File: config.mk
export PLATFORM = sky130hd
export DESIGN_NAME = sat_counter
export DESIGN_NICKNAME = d
export VERILOG_FILES = /design/src/rtl/sat_counter.sv
export SDC_FILE = /design/constraint.sdc
export NUM_CORES = 1
export LEC_CHECK = 0
export ABC_AREA = 0
export CAP_MARGIN = 20
export CORE_AREA = 2 2 39 41
export CTS_CLUSTER_DIAMETER = 80
export DETAILED_ROUTE_END_ITERATION = 6
export DIE_AREA = 0 0 41 43
export SLEW_MARGIN = 10
export SYNTH_ARGS = -nofsm -noshare
export SYNTH_HDL_FRONTEND = slang
export SYNTH_SLANG_ARGS = --single-unit
File: constraint.sdc
create_clock -name clk -period 2.05 [get_ports clk]
set_clock_uncertainty 0.1 [all_clocks]
set_input_delay 0.205 -clock clk [delete_from_list [all_inputs] [get_ports clk]]
set_output_delay 0.205 -clock clk [all_outputs]
set_load 0.05 [all_outputs]
File: src/rtl/sat_counter.sv
// Saturating up-counter with synchronous clear; clear takes priority over increment.
module sat_counter #(
   parameter int unsigned W = 8
) (
   input  logic         clk,
   input  logic         reset,
   input  logic         inc,
   input  logic         clr,
   output logic [W-1:0] count
);

   always_ff @(posedge clk or posedge reset) begin
      if (reset) begin
         count <= '0;
      end else if (clr) begin
         count <= '0;
      end else if (inc && (count != '1)) begin
         count <= count + W'(1);
      end
   end

endmodule

Yosys cells after proc, flatten, opt, wreduce, memory -nomap -nowiden --
Index checks and enable logic that the tools add are counted.
Operators by class: eq/ne operators 1, reductions and logical operators 2, $add $sub $neg 1, muxes and demuxes 2
Operators with widths (number):
- $mux 8 | 2
- $add 8x1->8 const B | 1
- $ne 8x8->1 const B | 1
- $reduce_bool 2->1 | 1
- $logic_and 1x1->1 | 1
Word-level totals: register bits 8, input port bits 4

Logic depth before layout (Yosys ltp) --
word-level depth 4, gate-level depth with buffers 4, gate-level depth less buffers 4

Least setup slack after synthesis --
Ideal clock, no wire load.
path kind register to register, from register count[0], to register count[5], setup slack 0.136 ns, buffers on the path 0, required time 1.825 ns, clock period less this slack 1.914 ns, cell stages (with the launch flop) 5, library setup time 0.125 ns, arrival 1.689 ns, path through dfrtp_1 > ha_1 > and3_1 > a211oi_2 > mux2_4
Between the ends: word-level cells in the longest chain between the ends 3
RTL lines:
- start, declared | line 9 | output logic [W-1:0] count
- start signal, assigned | line 18 | count <= count + W'(1);
- $add 8x1->8 / $ne 8x8->1 (equally long branches) | line 18, 17
- $mux 8 / $logic_and 1x1->1 (equally long branches) | line 17 | end else if (inc && (count != '1)) begin
- $mux 8 / $reduce_bool 2->1 (equally long branches)
Parallel ways exist; a longest one is shown, timed or not. The select of a mux whose other input is x is not followed. A chain may end at the register's enable or synchronous reset.

Worst setup path after layout --
from register count[7], to output port count[7]
No word-level cell between the ends.

==> reports/qor.yml <==
clocking:
  post_cts_resized: 0
  cts.sinks: 8
  ctsHoldBuffers: 0
  worstSkewPairLatency_ns: 0.26
  post_cts_buffers: 0
  cts_tree: "built"
  htreeDepth: 1
  path_clk_slew_ns: 0.06
  clockBufferDepth: 2
  numCtsBuffers: 3
  root_buffer: "clkbuf_4"
worst_setup_path:
  setup.worst_path.end_class: "output port"
  max_stage_delay_ns: 0.84
  reg2reg_from: "count[0]"
  critPathLaunch: "count[7]"
  worstPathMaxFanout: 7
  cpMaxStageDelayCell: "clkdlybuf4s50_1"
  cp_cell_sequence: "clkdlybuf4s50_1"
  crit_buf_inv: 1
  crit_family: "buffers and inverters"
  crit_path_start_kind: "register"
  crit_required_ns: 1.75
  critical_path_class: "reg2out"
  worstPathArrival_ns: 1.55
timing:
  slew_headroom_pct: 67.2
  drv_slew: 0
  setup_ws_ns: 0.197
  setup-violations-final: 0
  period_share_pct: 90.4
  min_period_ns: 1.85
  hold_violations: 0
  tightest_slew_ns: 0.491
  fin_setup_tns_ns: 0
  timing.fmax_mhz: 540
  rsz0062_at_grt: "no"
place:
  portBuffers: 11
  dp_hpwl_um: 691
  gp_congestion: 0.827
  place_area_um2: 619
  place_ws_ns: 0.277
logic_synthesis:
  synthesis.nets: 54
  synth_area_leaders: "dfrtp_1 40%, mux2_4 12%, nor2b_1 5.0%"
  synth_top_cell_by_area: "dfrtp_1"
  synth-edff-count: 0
  syn_area_um2: 504
  synth_common_cells: "8 x dfrtp_1, 4 x mux2_4, 4 x nand2_1, 4 x nor2_1, 4 x nor2b_1"
  yosysSeqAreaShare_pct: 39.7
  yosys_warnings: 0
  ys.flop_type: "dfrtp_1"
  avgSynthCellArea_um2: 10.3
  synth.most_common_cell: "dfrtp_1"
  ys_async_sr_fraction_pct: 100
  netlist_instances: 49
  ys_seq_elements: 8
  synth_top_area_share_pct: 39.7
  yosysUniqueCellTypes: 25
final_layout:
  final_area_um2: 642
  finish.net_count: 68
  diodes: 0
  num-fill-cells: 139
  regMostFlops: "count"
  syn_to_final_growth_pct: 27.3
  largestRegisters: "count (8)"
  seq_area_um2: 200
  drive_gt1_share_pct: 18.0
  largest_register_ffs: 8
  multi_input_area_um2: 282
global_route:
  grt_max_degree: 11
  antenna_found_initial: 0
  track_usage_pct: 14.3
  grt-ovfl-total: 0
  grt_pass1_vias: 334
  grt_pass1_wl_um: 1550
routing:
  via_count: 394
  final_antenna_net_count: 0
  wire_per_inst_um: 11.8
  drtPass1Iterations: 4
  wl_um: 909
  viasPerCell: 5.12
  drt-initial-drc-count: 4
  drc_errors: 0
power:
  p_int_mw: 0.249
  seqPwrFrac_pct: 48.5
  powerDensity_nw_per_um2: 534
  ir_worst_vdd_mv: 0.278
  clock_power_share_pct: 37.2
  p_comb_share_pct: 14.3
  p_sw_share_pct: 27.3
  p_switching_mw: 0.0934
  p_leak_nw: 0.286
floorplanning:
  num_rows: 14
  die_w_um: 41
  die_h_um: 43
  die_area_um2: 1760
  initial_utilization_pct: 36.4
  core_um2: 1380
  pin_count: 12
run_status:
  outcome: "complete, no violations"
run:
  maxCapViolCount: 0
hold_path:
  hold_path_class: "in2async"
==> per-stage QoR <==
step / utilization (%) / hold slack [ns] / std cells / total power, mW
finish: 46.4 / 0.0789 / 77 / 0.343
global route: 46.4 / 0.124 / 77 / 0.364
floorplan: - / -0.0793 / 49 / 0.201
detailed placement: 44.8 / 0.388 / 74 / 0.219
global placement: 44.8 / 0.388 / 74 / 0.219
CTS: 46.4 / 0.105 / 77 / 0.348
==> power groups by stage <==
stage | Sequential [mW] | Clock [mW] | Combinational (mW)
finish | 0.166 | 0.128 | 0.0489
global route | 0.167 | 0.144 | 0.0531
CTS | 0.166 | 0.131 | 0.0501
detailed placement | 0.169 | 0 | 0.0500
global placement | 0.169 | 0 | 0.0494
floorplan | 0.182 | 0 | 0.0186
==> worst paths after layout <==
check	to	depth (start not counted)	slack, ns
max in group asynchronous	count[6]	2	1.53
worst max register to register	count[5]	4	0.31
worst max-delay path	count[7]	1	0.20
worst min register to register	count[1]	2	0.48
min in group clk	count[1]	2	0.48
worst min-delay path	count[0]	2	0.08
==> layout by cell type (no fill, tap or decap), types with 2 or more instances in the layout <==
| master | netlist | layout |
|---|---|---|
| clkdlybuf4s50_1 | 0 | 11 |
| nand4_1 | 2 | 2 |
| a21oi_1 | 2 | 2 |
| clkbuf_4 | 0 | 3 |
| mux2_4 | 4 | 4 |
| dfrtp_1 | 8 | 8 |
| nor2b_1 | 4 | 4 |
| a21oi_2 | 2 | 2 |
| nand3_1 | 2 | 2 |
| inv_1 | 2 | 2 |
| nor2_1 | 4 | 4 |
| nand2_1 | 4 | 4 |
==> cells by family (layout without fill, tap and decap cells) <==
kind of cell,after synthesis,after routing,share of synthesized area [%]
buffers and inverters,4,16,4.47
flip-flops,8,8,39.7
multiplexers,5,5,13.9
adder cells (fa/ha/maj),1,1,2.48
AND/OR/NAND/NOR,22,22,23.8
AO/OA/AOI/OAI,9,9,15.6
==> layer usage <==
layer / wire length [um] / vias up / part of all wire, % / GRT usage (%)
li1: - / 204 / - / -
met1: 453 / 176 / 50 / 18.6
met2: 375 / 9 / 41 / 16.3
met3: 44 / 5 / 4.8 / 7.85
met4: 35 / 0 / 3.9 / 12.0
met5: 0 / - / 0 / 0
==> cell type report <==
class / count / share of cell area [%]
multi-input combinational: 37 / 43.9
sequential: 8 / 31.2
timing repair buffer: 11 / 17.2
clock buffer: 3 / 3.51
tap: 16 / 3.12
inverter: 2 / 1.17
Note: power is estimated with default switching activity, not from simulation.
